File: src/rtl/dmem_arbiter_if.sv
// rtl/dmem_arbiter_if.sv - requester, memory and status signals of the data memory arbiter
// The arbiter takes the slave view; requesters and the memory take the master view.
interface dmem_arbiter_if #(
    parameter int DATA_W = 32,
    parameter int ADDR_W = 9
);
    logic              c_req;
    logic              c_we;
    logic [ADDR_W-1:0] c_addr;
    logic [DATA_W-1:0] c_wdata;
    logic              c_gnt;
    logic              c_rvalid;
    logic [DATA_W-1:0] c_rdata;

    logic              d_req;
    logic              d_we;
    logic [ADDR_W-1:0] d_addr;
    logic [DATA_W-1:0] d_wdata;
    logic              d_gnt;
    logic              d_rvalid;
    logic [DATA_W-1:0] d_rdata;

    logic              core_stall;
    logic              wr;
    logic              rd;
    logic [ADDR_W-1:0] addr;
    logic [DATA_W-1:0] wr_data;
    logic [DATA_W-1:0] rd_data;
    logic [15:0]       conflicts;

    modport slave (
        input  c_req, c_we, c_addr, c_wdata,
        input  d_req, d_we, d_addr, d_wdata,
        input  rd_data,
        output c_gnt, c_rvalid, c_rdata,
        output d_gnt, d_rvalid, d_rdata,
        output core_stall, wr, rd, addr, wr_data, conflicts
    );

    modport master (
        output c_req, c_we, c_addr, c_wdata,
        output d_req, d_we, d_addr, d_wdata,
        output rd_data,
        input  c_gnt, c_rvalid, c_rdata,
        input  d_gnt, d_rvalid, d_rdata,
        input  core_stall, wr, rd, addr, wr_data, conflicts
    );
endinterface

File: src/rtl/dmem_arbiter.sv
// rtl/dmem_arbiter.sv - round-robin arbiter between core and debug requesters for one data memory port
// Grants are combinational; the memory command is registered; read data returns two cycles after grant.
module dmem_arbiter #(
    parameter int DATA_W = 32,
    parameter int ADDR_W = 9
) (
    input  logic              clk,
    input  logic              reset,
    dmem_arbiter_if.slave     bus
);

    logic              w_both;
    logic              w_c_gnt;
    logic              w_d_gnt;
    logic              w_any_gnt;
    logic              w_gnt_we;
    logic [ADDR_W-1:0] w_gnt_addr;
    logic [DATA_W-1:0] w_gnt_wdata;
    logic              w_c_rvalid;
    logic              w_d_rvalid;

    // r_prio_d = 1 means the debug requester wins the next tie (core was granted last)
    logic              r_prio_d;
    logic              r_wr;
    logic              r_rd;
    logic [ADDR_W-1:0] r_addr;
    logic [DATA_W-1:0] r_wdata;
    logic              r_v1;
    logic              r_o1;
    logic              r_v2;
    logic              r_o2;
    logic [DATA_W-1:0] r_c_rdata;
    logic [DATA_W-1:0] r_d_rdata;
    logic [15:0]       r_conflicts;

    always_comb begin
        w_both      = bus.c_req & bus.d_req;
        w_c_gnt     = ~reset & bus.c_req & (~bus.d_req | ~r_prio_d);
        w_d_gnt     = ~reset & bus.d_req & (~bus.c_req |  r_prio_d);
        w_any_gnt   = w_c_gnt | w_d_gnt;
        w_gnt_we    = w_d_gnt ? bus.d_we    : bus.c_we;
        w_gnt_addr  = w_d_gnt ? bus.d_addr  : bus.c_addr;
        w_gnt_wdata = w_d_gnt ? bus.d_wdata : bus.c_wdata;
    end

    always_ff @(posedge clk or posedge reset) begin
        if (reset) begin
            r_prio_d <= 1'b0;
        end else if (w_c_gnt) begin
            r_prio_d <= 1'b1;
        end else if (w_d_gnt) begin
            r_prio_d <= 1'b0;
        end
    end

    // Memory command stage: strobes last one cycle, address/data hold between grants.
    always_ff @(posedge clk or posedge reset) begin
        if (reset) begin
            r_wr    <= 1'b0;
            r_rd    <= 1'b0;
            r_addr  <= '0;
            r_wdata <= '0;
        end else begin
            r_wr <= w_any_gnt &  w_gnt_we;
            r_rd <= w_any_gnt & ~w_gnt_we;
            if (w_any_gnt) begin
                r_addr  <= w_gnt_addr;
                r_wdata <= w_gnt_wdata;
            end
        end
    end

    // Owner pipeline: stage 1 aligns with rd, stage 2 aligns with rd_data.
    always_ff @(posedge clk or posedge reset) begin
        if (reset) begin
            r_v1 <= 1'b0;
            r_o1 <= 1'b0;
            r_v2 <= 1'b0;
            r_o2 <= 1'b0;
        end else begin
            r_v1 <= w_any_gnt & ~w_gnt_we;
            r_o1 <= w_d_gnt;
            r_v2 <= r_v1;
            r_o2 <= r_o1;
        end
    end

    always_comb begin
        w_c_rvalid = r_v2 & ~r_o2;
        w_d_rvalid = r_v2 &  r_o2;
    end

    always_ff @(posedge clk or posedge reset) begin
        if (reset) begin
            r_c_rdata <= '0;
            r_d_rdata <= '0;
        end else begin
            if (w_c_rvalid) begin
                r_c_rdata <= bus.rd_data;
            end
            if (w_d_rvalid) begin
                r_d_rdata <= bus.rd_data;
            end
        end
    end

    always_ff @(posedge clk or posedge reset) begin
        if (reset) begin
            r_conflicts <= 16'h0000;
        end else if (w_both && (r_conflicts != 16'hFFFF)) begin
            r_conflicts <= r_conflicts + 16'h0001;
        end
    end

    assign bus.c_gnt      = w_c_gnt;
    assign bus.d_gnt      = w_d_gnt;
    assign bus.core_stall = bus.c_req & ~w_c_gnt;
    assign bus.c_rvalid   = w_c_rvalid;
    assign bus.d_rvalid   = w_d_rvalid;
    assign bus.c_rdata    = w_c_rvalid ? bus.rd_data : r_c_rdata;
    assign bus.d_rdata    = w_d_rvalid ? bus.rd_data : r_d_rdata;
    assign bus.wr         = r_wr;
    assign bus.rd         = r_rd;
    assign bus.addr       = r_addr;
    assign bus.wr_data    = r_wdata;
    assign bus.conflicts  = r_conflicts;

endmodule

File: src/flat_wrapper.sv
// flat-port wrapper written by rule: the top's interface ports become plain ports
module dmem_arbiter_flat 
#(
    parameter int DATA_W = 32,
    parameter int ADDR_W = 9
)
  (clk, reset, bus_c_req, bus_c_we, bus_c_addr, bus_c_wdata, bus_d_req, bus_d_we, bus_d_addr, bus_d_wdata, bus_rd_data, bus_c_gnt, bus_c_rvalid, bus_c_rdata, bus_d_gnt, bus_d_rvalid, bus_d_rdata, bus_core_stall, bus_wr, bus_rd, bus_addr, bus_wr_data, bus_conflicts);
  dmem_arbiter_if #(.DATA_W(DATA_W), .ADDR_W(ADDR_W)) bus_i ();
  input  logic clk;
  input  logic reset;
  input wire logic [$bits(bus_i.c_req)-1:0] bus_c_req;
  input wire logic [$bits(bus_i.c_we)-1:0] bus_c_we;
  input wire logic [$bits(bus_i.c_addr)-1:0] bus_c_addr;
  input wire logic [$bits(bus_i.c_wdata)-1:0] bus_c_wdata;
  input wire logic [$bits(bus_i.d_req)-1:0] bus_d_req;
  input wire logic [$bits(bus_i.d_we)-1:0] bus_d_we;
  input wire logic [$bits(bus_i.d_addr)-1:0] bus_d_addr;
  input wire logic [$bits(bus_i.d_wdata)-1:0] bus_d_wdata;
  input wire logic [$bits(bus_i.rd_data)-1:0] bus_rd_data;
  output wire logic [$bits(bus_i.c_gnt)-1:0] bus_c_gnt;
  output wire logic [$bits(bus_i.c_rvalid)-1:0] bus_c_rvalid;
  output wire logic [$bits(bus_i.c_rdata)-1:0] bus_c_rdata;
  output wire logic [$bits(bus_i.d_gnt)-1:0] bus_d_gnt;
  output wire logic [$bits(bus_i.d_rvalid)-1:0] bus_d_rvalid;
  output wire logic [$bits(bus_i.d_rdata)-1:0] bus_d_rdata;
  output wire logic [$bits(bus_i.core_stall)-1:0] bus_core_stall;
  output wire logic [$bits(bus_i.wr)-1:0] bus_wr;
  output wire logic [$bits(bus_i.rd)-1:0] bus_rd;
  output wire logic [$bits(bus_i.addr)-1:0] bus_addr;
  output wire logic [$bits(bus_i.wr_data)-1:0] bus_wr_data;
  output wire logic [$bits(bus_i.conflicts)-1:0] bus_conflicts;
  assign bus_i.c_req = bus_c_req;
  assign bus_i.c_we = bus_c_we;
  assign bus_i.c_addr = bus_c_addr;
  assign bus_i.c_wdata = bus_c_wdata;
  assign bus_i.d_req = bus_d_req;
  assign bus_i.d_we = bus_d_we;
  assign bus_i.d_addr = bus_d_addr;
  assign bus_i.d_wdata = bus_d_wdata;
  assign bus_i.rd_data = bus_rd_data;
  assign bus_c_gnt = bus_i.c_gnt;
  assign bus_c_rvalid = bus_i.c_rvalid;
  assign bus_c_rdata = bus_i.c_rdata;
  assign bus_d_gnt = bus_i.d_gnt;
  assign bus_d_rvalid = bus_i.d_rvalid;
  assign bus_d_rdata = bus_i.d_rdata;
  assign bus_core_stall = bus_i.core_stall;
  assign bus_wr = bus_i.wr;
  assign bus_rd = bus_i.rd;
  assign bus_addr = bus_i.addr;
  assign bus_wr_data = bus_i.wr_data;
  assign bus_conflicts = bus_i.conflicts;
  dmem_arbiter #(.DATA_W(DATA_W), .ADDR_W(ADDR_W)) u_core (.clk(clk), .reset(reset), .bus(bus_i));
endmodule
File: config.mk
export PLATFORM = sky130hd
export DESIGN_NAME = dmem_arbiter_flat
export DESIGN_NICKNAME = d
export VERILOG_FILES = /design/src/rtl/dmem_arbiter_if.sv /design/src/rtl/dmem_arbiter.sv /design/src/flat_wrapper.sv
export SDC_FILE = /design/constraint.sdc
export NUM_CORES = 1
export LEC_CHECK = 0
export BUFFER_PORTS_ARGS = -buffer_cell sky130_fd_sc_hd__buf_2
export CAP_MARGIN = 30
export CORE_MARGIN = 1
export CORE_UTILIZATION = 50
export CTS_BUF_LIST = sky130_fd_sc_hd__clkbuf_4 sky130_fd_sc_hd__clkbuf_8 sky130_fd_sc_hd__clkbuf_16
export CTS_CLUSTER_SIZE = 16
export DETAILED_ROUTE_END_ITERATION = 10
export GPL_TIMING_DRIVEN = 0
export HOLD_SLACK_MARGIN = 0.05
export PLACE_DENSITY = 0.91
export SLEW_MARGIN = 20
export SYNTH_ARGS = -nofsm -noshare
export SYNTH_HDL_FRONTEND = slang
export SYNTH_SLANG_ARGS = --single-unit
export TNS_END_PERCENT = 100
File: constraint.sdc
create_clock -name clk -period 11.7 [get_ports clk]
set_input_delay 1.17 -clock clk [delete_from_list [all_inputs] [get_ports clk]]
set_output_delay 1.17 -clock clk [all_outputs]
set_load 0.01 [all_outputs]
==> flow_summary.ini, run 1 <==
[status]
status = complete, no violations

[synthesis]
synth_cell_types = 34
ys_ff_latch = 127
synth-adder-area-share_pct = 0.236
syn-num-nets = 531
synth-simple-area-share_pct = 8.04
synth_xor_area_share_pct = 1.49
ys_seq_area_share_pct = 60.0
synth.area.mux_share_pct = 22.7
netlist_area_um2 = 5290
synth_top_family_by_area = multiplexers
yosys_warnings = 0
synth_compound_area_share_pct = 4.85
avgSynthCellArea_um2 = 12.9
syn_inst = 410

[power]
p_sw_share_pct = 27.8
p_seq_share_pct = 39.0
p_clk_share_pct = 38.8
ir_worst_vdd_mv = 0.0965
p_sw_mw = 0.408
p_int_mw = 1.06
power_density_nw_per_um2 = 199
p_leak_nw = 3.93
pwr-share-comb_pct = 22.2

[timing]
slew_viol_final = 0
worst_slack_ns = 7.69
rsz0062_at_grt = no
fin_crit_ns = 4.01
clock-skew-final_ns = 0.0103
fin_tns_setup_ns = 0
final_hold_viol_count = 0
relSlewSlack_pct = 59.9
tightest_slew_ns = 0.601
post-route-period-util_pct = 34.3
max_freq_mhz = 249
setup_violations = 0

[cts]
cts_hold_buf = 0
numClockSinks = 127
cts_tree = yes
root_buffer = clkbuf_8
path_clk_slew_ns = 0.06
cts-htree-levels = 4
postCtsSetupRepairBufs = 0
cts_made_buffers = 17
cts_resized = 0
clkLatencyLatePin_ns = 0.50
clockBufferDepth = 2

[final_layout]
nFillCells = 729
drive_gt1_share_pct = 52.9
antenna_cells = 0
stdcell_count = 826
syn_to_final_growth_pct = 39.4
mostFrequentLayoutCell = buf_2
nets = 798
layout_common_cells = buf_2, dfrtp_1, mux2_2

[global_route]
overflow = 0
grt_max_degree = 68
grt_pass1_wl_mm = 22.0
grt_pass1_vias = 4479
track_usage_pct = 25.9
antenna_found_initial = 0

[placed_design]
dpl.hpwl_mm = 10.4
pre_cts_slack_ns = 7.61
place_inst = 794
place_congestion = 0.789
numPortBuffers = 247

[die]
die_y_um = 105
pin_count = 248
die_x_um = 105
rows = 37
dieArea_um2 = 11000
start_util_pct = 51.5
core_um2 = 10300

[critical_path]
reg2reg_slack_ns = 9.89
setup.worst_path.class = in2out
cp_data_required_time_ns = 10.53
worstRegToRegCells = 5
arrival_ns = 2.84
crit_fanout = 67
crit_end = bus_d_gnt
end_kind = primary output
cp-startpoint = reset
r2r_start = u_core.bus.conflicts[0]$_DFFE_PP0P_
reg2reg_to = u_core.bus.conflicts[6]$_DFFE_PP0P_
startpoint_type = input port

[drt]
remaining_drc_errors = 0
wl_per_cell_um = 16.8
num_vias = 4259
drtIter0Drc = 176
drt-total-wl_mm = 13.8
ant_nets = 0
vias_per_cell = 5.16
drt-pass1-iter-count = 4

[run]
drv_cap = 0

[worst_hold_path]
hold_path_class = reg2reg
worstHoldStart = u_core.r_o1$_DFF_PP0_
cell usage after synthesis:
library cell,number,area share [%]
xnor2_1,4,0.66
clkbuf_1,9,0.64
nor2b_1,3,0.35
nand4_2,1,0.24
nand3b_1,1,0.14
buf_1,3,0.21
inv_1,6,0.43
buf_6,4,0.85
and3_1,2,0.24
nor3_1,4,0.38
and2_1,1,0.12
buf_2,4,0.38
nand3_1,4,0.38
nand2_1,49,3.5
dfrtp_1,127,60
mux2_2,68,14
mux2_4,1,0.28
o22a_1,1,0.17
nor2_2,1,0.12
nand2b_1,2,0.24
nand4_4,1,0.40
and4_1,1,0.17
nand4_1,4,0.47
buf_4,1,0.14
a31oi_1,4,0.47
xor2_1,5,0.83
nor4_1,1,0.12
ha_1,1,0.24
o211ai_1,1,0.14
o21ai_0,43,4.1
mux2i_1,42,7.9
nor2_1,8,0.57
or2_2,2,0.24
nor4_4,1,0.40
worst max-delay path, stage by stage:
cell	delay [ns]
buf_2	0.14
inv_6	0.42
buf_16	0.35
o211ai_1	0.14
buf_4	0.21
buf_6	0.18
inv_1	0.08
buf_2	0.14
power groups by stage:
stage                     clock network (mW)  registers [mW]  logic (mW)
after floorplan                            0           0.583       0.168
after global placement                     0           0.571       0.311
after detailed placement                   0           0.578       0.327
after CTS                              0.579           0.571       0.329
after global routing                   0.598           0.580       0.351
final                                  0.570           0.572       0.326
layout make-up:
class,count,area [µm²],area share [%]
Buffer,21,118,1.59
Clock buffer,19,435,5.90
Clock inverter,13,209,2.83
Inverter,6,27.5,0.373
Multi-Input combinational cell,256,1970,26.8
Sequential cell,127,3180,43.1
Tap cell,136,170,2.31
Timing Repair Buffer,248,1260,17.1
metal layers:
layer	track usage (%)	share of wire, %	up-vias
met5	0	0	-
met2	47.0	54	181
li1	-	-	1960
met1	29.6	39	2097
met3	6.30	5.9	21
met4	9.05	1.9	0
registers in the layout, summed over array words and instances (netlist names):
register,flops
u_core.bus.addr,9
u_core.bus.conflicts,16
u_core.bus.rd,1
u_core.bus.wr,1
u_core.bus.wr_data,32
u_core.r_c_rdata,32
u_core.r_d_rdata,32
u_core.r_o1,1
u_core.r_o2,1
u_core.r_prio_d,1
u_core.r_v2,1
kinds of logic (layout without fill, tap and decap cells):
group | Yosys count | after routing
muxes | 111 | 111
buffers and inverters | 27 | 307
xor gates and xnor gates | 9 | 9
AOI/OAI and AO/OA | 49 | 49
and+or+nand+nor | 86 | 86
DFF | 127 | 127
adders and majority gates | 1 | 1
through the flow:
stage	instance area (µm²)	total power, mW	utilization [%]	hold slack [ns]
6_report	7380	1.47	71.8	0.351
2_1_floorplan	5290	0.751	-	0.331
3_5_place_dp	6730	0.905	65.5	0.341
5_1_grt	7380	1.53	71.8	0.364
4_1_cts	7380	1.48	71.8	0.355
3_3_place_gp	6700	0.883	65.2	0.334
worst min path at each step:
| stage | cells after the start | end |
|---|---|---|
| floorplan | 0 | u_core.r_o2$_DFF_PP0_ |
| global placement | 0 | u_core.r_o2$_DFF_PP0_ |
| detailed placement | 0 | u_core.r_o2$_DFF_PP0_ |
| CTS | 0 | u_core.r_o2$_DFF_PP0_ |
| global route | 0 | u_core.r_o2$_DFF_PP0_ |
| finish | 0 | u_core.r_o2$_DFF_PP0_ |
(Power assumes the default switching activity.)
==> run 2: changes to the inputs <==
CORE_UTILIZATION = 47   (was 50)
PLACE_DENSITY = 0.87   (was 0.91)
clock period = 3.9 ns   (was 11.7 ns; I/O delays follow)
==> flow_summary.ini, run 2 (same netlist as run 1, synthesis figures left out) <==
[final_layout]
nets = 802
final_core_utilization_pct = 67.8
multiInputGateArea_um2 = 1970
nFillCells = 811
antenna_cells = 0
drive_gt1_share_pct = 53.0
sequential_cell_area_um2 = 3180
syn_to_final_growth_pct = 39.6
mostFrequentLayoutCell = buf_2
layout_common_cells = buf_2, dfrtp_1, mux2_2

[cts]
path_clk_slew_ns = 0.06
root_buffer = clkbuf_8
cts-htree-levels = 4
cts_tree = yes
cts_resized = 0
clkLatencyLatePin_ns = 0.50
numClockSinks = 127
cts_made_buffers = 17
clockBufferDepth = 2
postCtsSetupRepairBufs = 0
cts_hold_buf = 1

[drt]
drtIter0Drc = 134
topRoutingLayerUsed = met4
route.met3.wl_um = 849
wl_per_cell_um = 16.4
wl_met2_mm = 7.23
drt-met1-wl_mm = 5.37
num_vias = 4231
remaining_drc_errors = 0
drt-pass1-iter-count = 4
drt-total-wl_mm = 13.7
ant_nets = 0
vias_per_cell = 5.07

[critical_path]
arrival_ns = 2.42
cp_slowest_cell = dlygate4sd3_1
setup.worst_path.class = in2out
crit_fanout = 32
end_kind = primary output
path_common_cell = buf_2
max_stage_delay_ns = 0.52
cp_data_required_time_ns = 3.51
path_cells = dlygate4sd3_1, buf_2, clkinvlp_4, buf_12, o211ai_1, buf_4, buf_6, inv_1, buf_2
startpoint_type = input port

[power]
ir_worst_vdd_mv = 0.292
power_density_nw_per_um2 = 573
p_leak_nw = 3.92
finalPower_mw = 4.24

[die]
pin_count = 248
core_um2 = 10900
die_y_um = 108
start_util_pct = 48.6
die_x_um = 108
rows = 38
dieArea_um2 = 11700

[global_route]
grt_max_degree = 36
grt_pass1_wl_mm = 21.3
grt_pass1_vias = 4402
overflow = 0
track_usage_pct = 23.9
antenna_found_initial = 0

[timing]
fin_crit_ns = 2.81
fin_tns_setup_ns = 0
setup_violations = 0
max_freq_mhz = 356
post-route-period-util_pct = 72.0
holdWs_ns = 0.152
slew_viol_final = 0
clock-skew-final_ns = 0.00826
final_hold_viol_count = 0
rsz0062_at_grt = no
tightest_slew_ns = 0.591
relSlewSlack_pct = 60.6

[worst_hold_path]
hold_path_class = in2reg

[run]
drv_cap = 0

[placed_design]
numPortBuffers = 247
place_congestion = 0.841
dpl.hpwl_mm = 10.5

[status]
status = complete, no violations
[run 2: cell type report]
cell class,count,area share (%)
Clock inverter,14,2.08
Clock buffer,18,5.79
Inverter,6,0.356
Sequential cell,127,43.0
Buffer,21,1.59
Multi-Input combinational cell,256,26.7
Tap cell,140,2.37
Timing Repair Buffer,252,18.1
[run 2: critical path: cells and delay by family]
kind	cells	cell delay, ns
AOI/OAI and AO/OA	1	0.10
buffers and inverters	8	1.90
[run 2: path summary, 6_finish.rpt]
| check | cells after the start | end | start | slack [ns] |
|---|---|---|---|---|
| worst min register to register | 0 | u_core.r_o2$_DFF_PP0_ | u_core.r_o1$_DFF_PP0_ | 0.36 |
| worst min-delay path | 2 | u_core.r_c_rdata[11]$_DFF_PP0_ | bus_rd_data[11] | 0.15 |
| worst max register to register | 5 | u_core.bus.conflicts[1]$_DFFE_PP0P_ | u_core.bus.conflicts[0]$_DFFE_PP0P_ | 2.11 |
| min in group asynchronous | 3 | u_core.bus.conflicts[7]$_DFFE_PP0P_ | reset | 0.45 |
| worst max-delay path | 9 | bus_d_gnt | reset | 1.09 |
| max in group asynchronous | 5 | u_core.r_d_rdata[23]$_DFF_PP0_ | reset | 2.71 |
[run 2: per-layer routing]
layer  vias up  track usage, %
met2       178            43.7
li1       1974               -
met1      2055            27.2
met3        24            5.24
met4         0            8.71
met5         -               0
[run 2: metrics by stage]
step	cell area (µm²)	worst slack, ns	cells
2_1_floorplan	5300	0.520	410
3_3_place_gp	6710	-0.922	797
3_5_place_dp	6800	1.34	801
4_1_cts	7390	1.05	834
5_1_grt	7390	0.912	834
6_report	7390	1.09	834
[run 2: power by group]
part | switching [mW] | internal, mW
logic | 0.512 | 0.465
clock network | 0.602 | 0.937
registers | 0.132 | 1.59
total | 1.25 | 2.99
==> run 3: changes to the inputs <==
clock period = 2.9 ns   (was 3.9 ns; I/O delays follow)
==> flow_summary.ini, run 3 (same netlist as run 1, synthesis figures left out) <==
[drt]
remaining_drc_errors = 0
wl_per_cell_um = 17.5
drt-total-wl_mm = 15.1
drt-pass1-iter-count = 4
num_vias = 4492
vias_per_cell = 5.19
drtIter0Drc = 225
ant_nets = 0

[placed_design]
dpl.hpwl_mm = 10.1
numPortBuffers = 247
placed_cell_area_um2 = 6790
place_inst = 800
place_congestion = 0.804

[die]
dieArea_um2 = 11700
rows = 38
die_y_um = 108
core_um2 = 10900
pin_count = 248
start_util_pct = 48.6
die_x_um = 108

[final_layout]
stdcell_count = 866
nets = 835
antenna_cells = 0
fin_area_um2 = 7690
drive_gt1_share_pct = 51.2
mostFrequentLayoutCell = buf_2
layout_common_cells = buf_2, dfrtp_1, mux2_2
sequential_cell_area_um2 = 3180
nFillCells = 737
syn_to_final_growth_pct = 45.3
multiInputGateArea_um2 = 1970

[critical_path]
cp_slowest_cell = dlygate4sd3_1
max_stage_delay_ns = 0.52
path_buf_inv = 7
startpoint_type = input port
path_cells = dlygate4sd3_1, buf_2, clkinvlp_4, o211ai_1, buf_4, buf_6, inv_1, buf_2
arrival_ns = 2.36
end_kind = primary output
crit_fanout = 27
setup.worst_path.class = in2out
crit_family = buffers and inverters
path_common_cell = buf_2
cp_data_required_time_ns = 2.61

[global_route]
grt_max_degree = 36
use_met2_pct = 48.8
met1_usage_pct = 28.3
grt_pass1_wl_mm = 23.5
overflow = 0
antenna_found_initial = 0
track_usage_pct = 26.9
grt_pass1_vias = 4696
grt_use_met3_pct = 9.04
busiest_layer = met2

[timing]
max_freq_mhz = 377
fin_crit_ns = 2.65
holdWs_ns = 0.0768
post-route-period-util_pct = 91.4
rsz0062_at_grt = no
clock-skew-final_ns = 0.00978
slew_viol_final = 0
fin_tns_setup_ns = 0
tightest_slew_ns = 0.623
final_hold_viol_count = 0
relSlewSlack_pct = 58.5
setup_violations = 0

[power]
ir_worst_vdd_mv = 0.427
power_density_nw_per_um2 = 736
p_leak_nw = 4.06
finalPower_mw = 5.66

[cts]
cts_made_buffers = 17
numClockSinks = 127
clkLatencyLatePin_ns = 0.50
clockBufferDepth = 2
cts_resized = 0
cts_tree = yes
path_clk_slew_ns = 0.06
root_buffer = clkbuf_8
cts-htree-levels = 4

[worst_hold_path]
hold_path_class = in2reg

[status]
status = complete, no violations

[run]
drv_cap = 0
-- run 3: cell count changes in the layout (fill, tap and decap cells not counted) --
cell	delta
clkinv_4	+1
clkbuf_8	+2
clkbuf_4	+1
dlygate4sd3_1	+34
clkbuf_2	+4
inv_6	-3
clkinv_2	+1
bufinv_16	-1
clkbuf_1	-6
buf_16	-1
-- run 3: through the flow --
stage	utilization [%]	setup WS, ns
floorplan	-	-0.281
global placement	61.8	-1.49
detailed placement	62.4	0.567
CTS	70.5	0.199
global route	70.6	0.0522
finish	70.6	0.250
-- run 3: layout make-up --
type / count / area share (%)
Timing Repair Buffer: 285 / 21.4
Buffer: 21 / 1.85
Inverter: 6 / 0.342
Sequential cell: 127 / 41.3
Clock inverter: 12 / 1.45
Clock buffer: 19 / 5.66
Multi-Input combinational cell: 256 / 25.7
Tap cell: 140 / 2.28
-- run 3: path summary, 6_finish.rpt --
check,start,end,slack (ns),depth (start not counted)
max in group asynchronous,reset,u_core.r_c_rdata[31]$_DFF_PP0_,1.64,5
min in group asynchronous,reset,u_core.bus.conflicts[6]$_DFFE_PP0P_,0.43,3
max reg2reg,u_core.bus.conflicts[1]$_DFFE_PP0P_,u_core.bus.conflicts[1]$_DFFE_PP0P_,1.15,5
min reg2reg,u_core.r_o1$_DFF_PP0_,u_core.r_o2$_DFF_PP0_,0.35,0
min,bus_d_wdata[23],u_core.bus.wr_data[23]$_DFFE_PP0P_,0.08,3
max,reset,bus_d_gnt,0.25,8
-- run 3: where the power goes --
| part | internal [mW] | switching (mW) |
|---|---|---|
| logic | 0.658 | 0.738 |
| clock network | 1.17 | 0.765 |
| registers | 2.14 | 0.192 |
-- run 3: per-layer routing --
metal | wire, µm | vias to the layer above
met5 | 0 | -
met4 | 333 | 0
met3 | 1240 | 36
met2 | 8120 | 226
met1 | 5430 | 2184
li1 | - | 2046
-- run 3: worst register-to-register path, stage by stage (launching register included) --
cell and delay [ns]:
dfrtp_1 0.43, ha_1 0.22, nand3_1 0.18, nor4_4 0.39, nor2_2 0.11, mux2_4 0.31
-- run 3: what timing repair did --
action | 4_1_cts | 5_1_grt
hold buffers | 34 | 1
endpoints found under the hold margin | 77 | 1
buffers inserted | 0 | 0
